==> src/rtl/thresh_pack_ctrl.sv <==
// thresh_pack_ctrl: binarises one full frame read from a sync-read image RAM and
// packs 8 results per byte (LSB first) into an output RAM.
// Latency: done pulses N+3 cycles after the accepted start; one pixel per clock.
// Backpressure: none; the RAMs must accept one read and at most one write per cycle.
//
// Ports:
//   clk, reset        rising-edge clock, synchronous active-high reset
//   start, threshold  start request (taken only in IDLE) and threshold latched with it
//   busy, done        pass in progress / one-cycle end-of-pass pulse
//   rd_en, rd_addr    image RAM read strobe and pixel index (data returns next cycle)
//   rd_data           pixel value for the read issued on the previous cycle
//   wr_en, wr_addr,   packed-byte write strobe, byte index and data
//   wr_data
//   fg_count          foreground pixel count of the last/current pass
//
// Build option: define THRESH_PACK_INVERT_EN to treat dark pixels (below threshold)
// as foreground. Timing and ports are identical in both builds.
module thresh_pack_ctrl #(
  parameter int IMG_W = 64,
  parameter int IMG_H = 64,
  parameter int PIX_W = 8,
  localparam int N    = IMG_W * IMG_H,
  localparam int NB   = (N + 7) / 8,
  localparam int PA_W = $clog2(N),
  localparam int BA_W = (NB > 1) ? $clog2(NB) : 1
) (
  input  logic             clk,
  input  logic             reset,
  input  logic             start,
  input  logic [PIX_W-1:0] threshold,
  output logic             busy,
  output logic             done,
  output logic             rd_en,
  output logic [PA_W-1:0]  rd_addr,
  input  logic [PIX_W-1:0] rd_data,
  output logic             wr_en,
  output logic [BA_W-1:0]  wr_addr,
  output logic [7:0]       wr_data,
  output logic [PA_W:0]    fg_count
);

  typedef enum logic [1:0] {IDLE, RUN, DRAIN, FIN} state_t;

  localparam logic [PA_W-1:0] LAST = PA_W'(N - 1);

  state_t            state_q, state_d;
  logic [PA_W-1:0]   pix_cnt_q;   // next pixel index to read
  logic [PIX_W-1:0]  thr_q;
  logic              cap_vld_q;   // rd_data carries pixel cap_idx_q this cycle
  logic [PA_W-1:0]   cap_idx_q;
  logic [7:0]        buf_q;
  logic              wr_en_q;
  logic [BA_W-1:0]   wr_addr_q;
  logic [7:0]        wr_data_q;
  logic              done_q;
  logic [PA_W:0]     fg_q;

  logic              pix_bit;
  logic [31:0]       cap_idx_w;   // widened so bit-slicing works for any PA_W
  logic [7:0]        byte_nxt;
  logic              byte_end;
  logic              start_acc;

  always_comb begin
`ifdef THRESH_PACK_INVERT_EN
    pix_bit = (rd_data < thr_q);
`else
    pix_bit = (rd_data >= thr_q);
`endif
    cap_idx_w = 32'(cap_idx_q);
    byte_nxt  = buf_q | (8'(pix_bit) << cap_idx_w[2:0]);
    // A byte closes on its 8th pixel or on the last pixel of the frame.
    byte_end  = cap_vld_q && ((cap_idx_w[2:0] == 3'd7) || (cap_idx_q == LAST));
    start_acc = (state_q == IDLE) && start;
  end

  always_comb begin
    state_d = state_q;
    case (state_q)
      IDLE:    if (start) state_d = RUN;
      RUN:     if (pix_cnt_q == LAST) state_d = DRAIN;
      DRAIN:   if (cap_vld_q && (cap_idx_q == LAST)) state_d = FIN;
      FIN:     state_d = IDLE;
      default: state_d = IDLE;
    endcase
  end

  always_ff @(posedge clk) begin
    if (reset) begin
      state_q <= IDLE;
    end else begin
      state_q <= state_d;
    end
  end

  always_ff @(posedge clk) begin
    if (reset) begin
      pix_cnt_q <= '0;
      thr_q     <= '0;
      cap_vld_q <= 1'b0;
      cap_idx_q <= '0;
      buf_q     <= '0;
      wr_en_q   <= 1'b0;
      wr_addr_q <= '0;
      wr_data_q <= '0;
      done_q    <= 1'b0;
      fg_q      <= '0;
    end else begin
      wr_en_q   <= 1'b0;
      // done lands in the cycle after FIN, together with the return to IDLE.
      done_q    <= (state_q == FIN);
      cap_vld_q <= (state_q == RUN);
      cap_idx_q <= pix_cnt_q;

      if (start_acc) begin
        thr_q     <= threshold;
        fg_q      <= '0;
        pix_cnt_q <= '0;
        buf_q     <= '0;
      end

      if ((state_q == RUN) && (pix_cnt_q != LAST)) begin
        pix_cnt_q <= pix_cnt_q + 1'b1;
      end

      if (cap_vld_q) begin
        fg_q <= fg_q + (PA_W+1)'(pix_bit);
        if (byte_end) begin
          wr_en_q   <= 1'b1;
          wr_addr_q <= BA_W'(cap_idx_w >> 3);
          wr_data_q <= byte_nxt;
          buf_q     <= '0;
        end else begin
          buf_q <= byte_nxt;
        end
      end
    end
  end

  assign busy     = (state_q != IDLE);
  assign rd_en    = (state_q == RUN);
  assign rd_addr  = rd_en ? pix_cnt_q : '0;
  assign wr_en    = wr_en_q;
  assign wr_addr  = wr_addr_q;
  assign wr_data  = wr_data_q;
  assign done     = done_q;
  assign fg_count = fg_q;

endmodule

==> config.mk <==
export PLATFORM = sky130hd
export DESIGN_NAME = thresh_pack_ctrl
export DESIGN_NICKNAME = d
export VERILOG_FILES = /design/src/rtl/thresh_pack_ctrl.sv
export SDC_FILE = /design/constraint.sdc
export NUM_CORES = 1
export LEC_CHECK = 0
export BUFFER_PORTS_ARGS = -buffer_cell sky130_fd_sc_hd__buf_2
export CAP_MARGIN = 15
export CORE_ASPECT_RATIO = 1.1
export CORE_UTILIZATION = 50
export CTS_BUF_LIST = sky130_fd_sc_hd__clkbuf_8
export DETAILED_ROUTE_END_ITERATION = 8
export HOLD_SLACK_MARGIN = 0.1
export PLACE_DENSITY = 0.73
export SETUP_SLACK_MARGIN = 0.15
export SLEW_MARGIN = 20
export SYNTH_ARGS = -nofsm -noshare
export SYNTH_HDL_FRONTEND = slang
export SYNTH_SLANG_ARGS = --single-unit
==> constraint.sdc <==
create_clock -name clk -period 3.21 [get_ports clk]
set_input_delay 0.4815 -clock clk [delete_from_list [all_inputs] [get_ports clk]]
set_output_delay 0.4815 -clock clk [all_outputs]
set_load 0.01 [all_outputs]
After elaboration in Yosys (flattened, before gate mapping)

Cells that the tools add are included.

Register bits after elaboration: 75
Bits of input ports: 19
Output and inout port bits: 46
Logic and storage cells: 52

Add/subtract/negate cells: 2
$lt $le $gt $ge: 1
Equality and inequality tests: 10
Shift-type cells: 1
Multiplexer cells: 13
Bitwise logic cells: 2
Reductions and logical operators: 12

Operator list:

| operator                                                                | number |
|---|---|
| 12-bit two-way mux                                                      | 3 |
| 13-bit two-way mux                                                      | 2 |
| 12-bit equality test, second input constant                             | 2 |
| 8-bit two-way mux                                                       | 3 |
| 13-bit by 1-bit adder with 13-bit output                                | 1 |
| 12-bit by 1-bit adder with 12-bit output, second input constant         | 1 |
| 12-bit inequality test, second input constant                           | 1 |
| 8-bit greater-or-equal comparator                                       | 1 |
| 8-bit bitwise OR                                                        | 1 |
| 2-bit case mux with 4 select lines                                      | 1 |
| 1-bit by 3-bit << shifter with 8-bit output                             | 1 |
| 2-bit two-way mux                                                       | 3 |
| 2-bit nonzero test                                                      | 3 |
| 2-bit equality test, second input constant                              | 2 |
| 1-bit logical AND                                                       | 4 |
| 2-bit inequality test, second input constant                            | 2 |
| 3-bit equality test, second input constant                              | 1 |
| 3-bit AND reduction                                                     | 1 |
| 2-bit by 1-bit equality test with 1-bit output, second input constant   | 1 |
| 2-bit logical NOT                                                       | 1 |
| 2-bit by 1-bit inequality test with 1-bit output, second input constant | 1 |
| 2-bit AND reduction                                                     | 1 |
| 2-bit OR reduction                                                      | 1 |
| 1-bit logical OR                                                        | 1 |
| 2 further kinds                                                         | 2 |

Logic depth before layout (Yosys ltp)

Gate-level depths: netlist of run 1.

Depth after elaboration: 5
Depth in mapped cells: 14
Depth with buffers taken out: 13

Least setup slack after synthesis of run 1

OpenSTA, ideal clock, no wires.

Path kind: input to register
Start: input port rd_data[0]
End: register fg_q[7] (netlist: fg_count[7])
Setup time: 0.091 ns
Arrival time: 2.350 ns
Data required time: 3.119 ns
Setup slack: 0.769 ns
Stages on the path: 13
Path buffers: 1
Cell sequence: inv_1 > ha_1 > nand2b_1 > a21oi_1 > o21ai_0 > a21o_1 > clkbuf_1 > ha_1 > and3_1 > and2_1 > nand2_1 > nand2_1 > a311oi_1

Cells in the longest elaborated chain, start to end: 3

Ends and longest elaborated chain:

| what                                     | RTL line | source |
|---|---|---|
| start, declared                          | 35       | `input logic [PIX_W-1:0] rd_data,` |
| 8-bit greater-or-equal comparator        | 68       | `pix_bit = (rd_data >= thr_q);` |
| 13-bit by 1-bit adder with 13-bit output | 127      | `fg_q <= fg_q + (PA_W+1)'(pix_bit);` |
| 13-bit two-way mux                       | 126      | `if (cap_vld_q) begin` |
| end signal, assigned                     | 127      |  |
| end, declared                            | 56       | `logic [PA_W:0] fg_q;` |

Every way passes these cells.
A chain may end at the register's enable or synchronous reset.

Worst setup path after layout of run 1

Start: register thr_q[0]
End: register fg_q[5] (netlist: fg_count[5])

Cells in the longest elaborated chain, start to end: 3

Ends and longest elaborated chain:

| what                                     | RTL line | source |
|---|---|---|
| start, declared                          | 48       | `logic [PIX_W-1:0] thr_q;` |
| start signal, assigned                   | 116      | `thr_q <= threshold;` |
| 8-bit greater-or-equal comparator        | 68       |  |
| 13-bit by 1-bit adder with 13-bit output | 127      |  |
| 13-bit two-way mux                       | 126      |  |

Every way passes these cells.

==> results.cfg, run 1 <==
[final_layout]
multiInputGateArea_mm2 = 0.001697
final_net_count = 492
ff_latch_area_mm2 = 0.001501
area_growth_pct = 16.14
drive_gt1_share_pct = 19.31
diodes = 0
nFillCells = 592

[logic_synthesis]
synth_seq_cells = 75
ys_top_cells_by_area = dfxtp_1, nand2_1, a21oi_1
synth_warnings = 0
synth-edff-count = 0
netlist_instances = 395
synthFlopType = dfxtp_1
yosysTopAreaCell = dfxtp_1
syn_area_mm2 = 0.003342
synth_nets = 431
ys_seq_area_share_pct = 44.93
yosysUniqueCellTypes = 49
synth.top_cell.area_share_pct = 44.93
synth-async-reset-ratio_pct = 0
synth.avg_cell_area_um2 = 8.461

[run]
drv_cap = 0

[route]
wire_per_inst_um = 12.64
drc = 0
drtAntennaViolNets = 0
totalWireLength_mm = 6.836
drt_pre_antenna_iters = 4
drt_iter0_drc = 115
vias_per_cell = 5.283
vias = 2858

[pwr]
peakVddDrop_v = 0.0005152
power.density_mw_per_mm2 = 545.8
fin_total_pwr_uw = 2118
p_leak_uw = 0.001651

[clock_tree]
cts_sinks = 75
clk_latency_ps = 340
cts_setup_buffers = 0
cts_tree = built
root_buffer = clkbuf_8
cts_hold_buffers = 0
clock_path_buffers = 2
cts_made_buffers = 9
clkSlewWorstSetupHoldPaths_ps = 70
cts_max_level = 3
cts.repair.resized = 0

[sta]
rsz0062_at_grt = false
finalClockSkew_ps = 8.626
min_period_over_period_pct = 73.91
finalHoldViolCount = 0
setup-tns-final_ps = 0
max_clock_freq_mhz = 421.5
finalSetupViolCount = 0
worst_slew_pin_slew_ps = 655.9
hold_ws_ps = 369.9
maxSlewViolCount = 0
relSlewSlack_pct = 56.17
period_needed_ps = 2373

[global_routing]
grt_usage_pct = 21.13
grt-ovfl-total = 0
grt_pass1_vias = 2645
antenna_found_initial = 0
grt_max_degree = 35
grt_pass1_wl_mm = 11.69

[critical_path]
arrival_ps = 2650
worstSetupEndpointType = register
cp_cell_sequence = ha_1, nand2b_1, a21oi_1, o21ai_0, a21o_1, ha_1, and3_1, and2_1, a21boi_0, o21ai_0, a21oi_1
crit_required_ps = 3490
crit_fanout = 9
path_class = register to register
slowest_stage = dfxtp_1
start_kind = register
max_stage_delay_ps = 320

[placement]
dpl.hpwl_mm = 4.845
numPortBuffers = 64
globalplace.congestion = 0.8522

[floorplan]
ioPinCount = 65
fp.dieH_um = 87.75
start_util_pct = 53.00
core_area_mm2 = 0.006306
rows = 30
die_area_mm2 = 0.007015
die_w_um = 79.95

[outcome]
outcome = finished, final reports clean

[min_path]
hp-class = input port to register
final cells by class:
cell class | instances | share of cell area (%)
Multi-Input combinational cell | 283 | 43.71
Inverter | 19 | 1.838
Clock buffer | 9 | 3.191
Tap cell | 80 | 2.579
Clock inverter | 7 | 0.9671
Timing Repair Buffer | 68 | 9.026
Sequential cell | 75 | 38.68
path summary, 6_finish.rpt:
path | to | depth (start not counted) | from | slack, ps
hold reg to reg | wr_addr[4] | 2 | wr_addr[4] | 450
hold / removal | thr_q[7] | 3 | threshold[7] | 370
setup / recovery | fg_count[5] | 11 | thr_q[0] | 840
setup reg to reg | fg_count[5] | 11 | thr_q[0] | 840
cell usage in the layout, fill, tap and decap left out, types with 13 or more instances in the layout:
cell type	n
ha_1	17
dfxtp_1	75
nor2b_1	14
a21oi_1	43
nor2_1	30
buf_2	64
inv_1	21
and2_1	15
nand2_1	67
nand3_1	13
layer usage:
metal	up-vias	global-route usage, %	share of wire (%)
li1	1486	-	-
met1	1291	26.99	47
met2	73	34.27	46
met3	8	5.521	5.4
met4	0	8.117	1.3
met5	-	0	0
power by group:
| group | total [µW] | internal [µW] | leakage [µW] | switching (µW) |
|---|---|---|---|---|
| clock | 600 | 270 | 0.0000874 | 330 |
| combinational | 500 | 175 | 0.000957 | 325 |
| sequential | 1020 | 978 | 0.000606 | 40.3 |
flip-flops by register name (all words and copies together) (netlist names):
signal,count
thr_q,8
buf_q,8
wr_en,1
state_q,2
fg_count,13
pix_cnt_q,12
cap_idx_q,12
wr_data,8
cap_vld_q,1
done,1
wr_addr,9
kinds of logic (layout without fill, tap and decap cells):
group	count (synthesis)	count (layout)	share of synthesized area [%]
AND/OR/NAND/NOR	179	179	27.07
AO/OA/AOI/OAI	81	81	15.69
flip-flops	75	75	44.93
buffers and inverters	37	103	4.306
adder cells (fa/ha/maj)	17	17	6.365
XOR/XNOR	4	4	1.048
multiplexers	2	2	0.5991
worst max-delay path: cells and delay by family (launching register included):
family	cells	cell delay, ps
AO/OA/AOI/OAI	6	910
flip-flops	1	320
adder cells (fa/ha/maj)	2	520
AND/OR/NAND/NOR	3	560
cells in the mapped netlist (3+ instances only):
cell type and instances:
o21ai_0 9, buf_1 3, and3_1 6, a32o_1 7, nand2b_1 5, nand4_1 7, clkbuf_1 13, dfxtp_1 75
nor2_1 30, a31oi_1 3, nor3_1 5, a21oi_1 43, nand2_1 67, o31ai_1 3, xor2_1 3, nand3_1 13
nand3b_1 3, and2_1 15, nor3b_1 3, ha_1 17, nor2b_1 14, inv_1 19
per-stage QoR:
| stage | instances | area [µm²] | util (%) | setup slack, ps |
|---|---|---|---|---|
| after floorplan | 395 | 3342 | - | 768.8 |
| after global routing | 541 | 3881 | 61.55 | 586.9 |
| after CTS | 541 | 3881 | 61.55 | 823.7 |
| final | 541 | 3881 | 61.55 | 837.4 |
| after global placement | 525 | 3720 | 58.99 | 626.1 |
| after detailed placement | 525 | 3720 | 58.99 | 545.4 |
Power figures use the tool's default switching activity.
==> run 2: changes to the inputs <==
==> constraint.sdc (replaced) <==
create_clock -name clk -period 2.4 [get_ports clk]
set_input_delay 0.36 -clock clk [delete_from_list [all_inputs] [get_ports clk]]
set_output_delay 0.36 -clock clk [all_outputs]
set_load 0.01 [all_outputs]
==> run 2 against run 1 <==
Final cell count rose by 1.1%. Worst hold slack got worse by 130 ps. Combinational power rose by 42%. Maximum frequency rose by 11%. Flip-flop and latch count did not move. Clock-buffer cell count did not move. Clock power rose by 67%. Routed wire length rose by 3.7%. Via count rose by 2.2%. Setup slack got worse by 570 ps. Total power rose by 45%. Critical endpoint unchanged. Largest cell class unchanged. Largest power group unchanged.
==> results.cfg, run 2 (synthesis results as in run 1) <==
[outcome]
outcome = finished, final reports clean

[floorplan]
ioPinCount = 65
die_w_um = 79.95
core_area_mm2 = 0.006306
fp.dieH_um = 87.75
rows = 30
die_area_mm2 = 0.007015
start_util_pct = 53.00

[critical_path]
worstSetupEndpointType = register
arrival_ps = 2420
crit_fanout = 4
path_class = register to register
start_kind = register
crit_required_ps = 2680

[route]
vias = 2922
vias_per_cell = 5.342
drc = 0
drt_iter0_drc = 141
drt_pre_antenna_iters = 4
drtAntennaViolNets = 0
totalWireLength_mm = 7.091
wire_per_inst_um = 12.96

[placement]
dpl.hpwl_mm = 5.015
globalplace.congestion = 0.8631
place_ws_ps = 24.46
numPortBuffers = 64

[sta]
rsz0062_at_grt = true
finalClockSkew_ps = 9.351
worst_slack_ps = 263.4
finalSetupViolCount = 0
worst_slew_pin_slew_ps = 536.0
min_period_over_period_pct = 89.02
period_needed_ps = 2137
relSlewSlack_pct = 64.10
max_clock_freq_mhz = 468.0
hold_ws_ps = 235.6
finalHoldViolCount = 0
maxSlewViolCount = 0
setup-tns-final_ps = 0

[clock_tree]
clk_latency_ps = 350
clkSlewWorstSetupHoldPaths_ps = 80
cts_max_level = 3
cts_made_buffers = 9
cts_sinks = 75
clock_path_buffers = 2
root_buffer = clkbuf_8
cts_tree = built

[pwr]
p_int_uw = 2075
power.density_mw_per_mm2 = 769.0
pwr-share-clk_pct = 32.6
seq_power_share_pct = 44.3
peakVddDrop_v = 0.0005290
p_leak_uw = 0.001700
swShare_pct = 32.58
fin_total_pwr_uw = 3077
p_comb_share_pct = 23.1
p_switching_uw = 1003

[global_routing]
grt_max_degree = 30
grt_pass1_wl_mm = 11.46
antenna_found_initial = 0
grt_usage_pct = 21.25
grt_pass1_vias = 2509
grt-ovfl-total = 0

[final_layout]
drive_gt1_share_pct = 22.48
ff_latch_area_mm2 = 0.001503
final_net_count = 498
nFillCells = 579
diodes = 0
multiInputGateArea_mm2 = 0.001727
most-common-layout-cells = dfxtp_1, nand2_1, buf_2, a21oi_1, nor2_1
largest_reg_flops = 13
area_growth_pct = 19.73
final_common_cell = dfxtp_1

[run]
drv_cap = 0

[min_path]
hp-class = input port to register
## run 2: cell types whose count changed in the layout (fill, tap and decap cells not counted), moves of 2 or more
cell / change
inv_1: -2
o21ai_1: +2
clkinv_2: -3
inv_6: +4
o21ai_0: -2
buf_4: +6
## run 2: critical path: stages, from the launching register on
cell and delay, ps:
dfxtp_2 330, ha_1 280, nand2b_4 140, a21oi_2 110, o21ai_1 80, a21o_1 200, ha_2 190, and3_4 190
and2_4 170, a21boi_0 190, o21ai_1 80, a21oi_1 130
## run 2: final cells by class
cell class	count	area share, %
clock buffer	9	3.096
inverter	19	1.782
multi-input combinational	283	43.15
clock inverter	7	2.033
tap	80	2.502
timing repair buffer	74	9.881
sequential	75	37.55
## run 2: metal layers
metal | part of all wire (%) | track usage [%]
met1 | 49 | 28.27
met5 | 0 | 0
met3 | 4.6 | 4.063
met4 | 1.7 | 9.903
met2 | 45 | 33.41
## run 2: final timing paths
kind	startpoint	to	depth (start not counted)	slack, ps
max	thr_q[0]	fg_count[5]	11	260
min	threshold[2]	thr_q[2]	3	240
max reg2reg	thr_q[0]	fg_count[5]	11	260
min reg2reg	wr_addr[1]	wr_addr[1]	2	450
## run 2: repair_timing
action | in CTS | in global routing
hold buffers | 0 | 0
gates resized for setup | 0 | 8
endpoints found under the setup margin | 0 | 4
setup buffers | 0 | 1
hold endpoints to repair | 0 | 0
## run 2: per-stage QoR
step,cell area (µm²),util [%],std cells
3_3_place_gp,3762,59.66,530
6_report,4001,63.45,547
4_1_cts,3968,62.92,546
2_1_floorplan,3351,-,395
3_5_place_dp,3762,59.66,530
5_1_grt,4001,63.45,547
## run 2: power by group through the flow
| stage | Clock (µW) | Combinational (µW) | Sequential (µW) |
|---|---|---|---|
| floorplan | 0 | 495 | 1380 |
| global placement | 0 | 682 | 1390 |
| detailed placement | 0 | 697 | 1390 |
| CTS | 1020 | 700 | 1360 |
| global route | 1090 | 802 | 1370 |
| finish | 1000 | 711 | 1360 |
==> run 3: changes to the inputs <==
--- a/config.mk
+++ b/config.mk
@@ -11,7 +11,6 @@
 export CORE_UTILIZATION = 50
 export CTS_BUF_LIST = sky130_fd_sc_hd__clkbuf_8
 export DETAILED_ROUTE_END_ITERATION = 8
-export HOLD_SLACK_MARGIN = 0.1
 export PLACE_DENSITY = 0.73
 export SETUP_SLACK_MARGIN = 0.15
 export SLEW_MARGIN = 20
==> constraint.sdc (replaced) <==
create_clock -name clk -period 2.4 [get_ports clk]
set_input_delay 0.24 -clock clk [delete_from_list [all_inputs] [get_ports clk]]
set_output_delay 0.24 -clock clk [all_outputs]
set_load 0.01 [all_outputs]
==> run 3 against run 2 <==
Cell area rose by 0.66%. Routed wire length fell by 2.0%. Core utilization rose by 0.42 points. Sequential share of layout area fell by 0.24 points. Maximum frequency rose by 2.4%. Highest routed layer unchanged.
==> results.cfg, run 3 (synthesis results as in run 1) <==
[critical_path]
path_class = register to register
critical_path_buf_inv_count = 1
start_kind = register
path_common_cell = nand2_1
max_stage_delay_ps = 340
crit_required_ps = 2660
ff2ff_setup_slack_ps = 310
cp_cell_sequence = inv_1, ha_1, a21oi_2, o21ai_1, a21o_1, ha_2, and3_4, and2_4, nand2_1, nand2_1, a311oi_1
slowest_stage = dfxtp_1
worstSetupEndpointType = register
cp_top_family = compound AO/OA/AOI/OAI gates
crit_fanout = 4
arrival_ps = 2340

[clock_tree]
cts_made_buffers = 9
cts_sinks = 75
cts_tree = built
clk_latency_ps = 350
root_buffer = clkbuf_8
clkSlewWorstSetupHoldPaths_ps = 80
cts_hold_buffers = 0
cts_max_level = 3
clock_path_buffers = 2

[pwr]
p_leak_uw = 0.001705
p_int_uw = 2178
seq_power_share_pct = 43.1
pwr-share-clk_pct = 34.1
swShare_pct = 31.09
peakVddDrop_v = 0.0004920
p_switching_uw = 983.0
power.density_mw_per_mm2 = 784.9
p_comb_share_pct = 22.8

[global_routing]
grt_pass1_vias = 2559
grt_usage_pct = 21.11
antenna_found_initial = 0
grt-ovfl-total = 0
grt_pass1_wl_mm = 11.47
grt_max_degree = 40

[outcome]
outcome = finished, final reports clean

[sta]
setup-tns-final_ps = 0
min_period_over_period_pct = 86.97
max_clock_freq_mhz = 479.1
relSlewSlack_pct = 64.58
finalSetupViolCount = 0
hold_ws_ps = 117.7
finalHoldViolCount = 0
maxSlewViolCount = 0
finalClockSkew_ps = 8.158
rsz0062_at_grt = false
worst_slew_pin_slew_ps = 528.9
period_needed_ps = 2087

[final_layout]
largest_reg_flops = 13
most-common-layout-cells = dfxtp_1, nand2_1, buf_2, a21oi_1, nor2_1
area_growth_pct = 20.52
final_net_count = 498
multiInputGateArea_mm2 = 0.001735
final_common_cell = dfxtp_1
nFillCells = 557
ff_latch_area_mm2 = 0.001503
diodes = 0
drive_gt1_share_pct = 22.48

[floorplan]
ioPinCount = 65
core_area_mm2 = 0.006306
start_util_pct = 53.00
rows = 30
die_area_mm2 = 0.007015
die_w_um = 79.95
fp.dieH_um = 87.75

[placement]
globalplace.congestion = 0.8576
dpl.hpwl_mm = 4.882
numPortBuffers = 64

[route]
totalWireLength_mm = 6.948
wire_per_inst_um = 12.70
vias = 2878
drt_pre_antenna_iters = 4
drtAntennaViolNets = 0
vias_per_cell = 5.261
drc = 0
drt_iter0_drc = 92

[min_path]
hp-class = input port to register

[run]
drv_cap = 0
[run 3: tightest hold or removal path: stages]
cell     delay, ps
buf_2           90
nand2_1         40
a21oi_1         50
[run 3: per-layer routing]
metal	up-vias	track usage, %	wire, µm
met4	0	10.23	88
met2	62	34.03	3195
met1	1313	26.60	3368
met5	-	0	0
li1	1495	-	-
met3	8	5.000	295
[run 3: repair_timing]
item / CTS / global route
endpoints found under the setup margin: 3 / 10
gates resized for setup: 1 / 9
buffers inserted: 0 / 1
pin swaps: 0 / 6
[run 3: final timing paths]
kind,cells past startpoint,endpoint,startpoint
max reg2reg,11,fg_count[11],thr_q[1]
min,3,thr_q[5],threshold[5]
min reg2reg,2,wr_data[3],buf_q[3]
max,11,fg_count[11],thr_q[1]
[run 3: final cells by class]
| type | count | share of cell area (%) |
|---|---|---|
| clock inverters | 7 | 2.454 |
| inverters | 19 | 1.771 |
| clock buffers | 9 | 3.075 |
| flip-flops and latches | 75 | 37.31 |
| repair buffers | 74 | 9.817 |
| well taps | 80 | 2.485 |
| multi-input cells | 283 | 43.09 |
[run 3: stage by stage]
step	power, µW	util (%)	std cells	setup WS [ps]	cell area, µm²
final	3161	63.87	547	312.7	4028
after global routing	3340	63.87	547	157.5	4028
after CTS	3160	63.19	546	159.3	3985
after detailed placement	2088	59.58	530	79.74	3757
after global placement	2069	59.58	530	132.0	3757
after floorplan	1870	-	395	185.1	3342
[run 3: power groups by stage]
stage	combinational, µW	sequential (µW)	clock (µW)
6_report	721	1360	1080
3_5_place_dp	698	1390	0
2_1_floorplan	491	1380	0
5_1_grt	806	1380	1160
3_3_place_gp	681	1390	0
4_1_cts	701	1360	1100
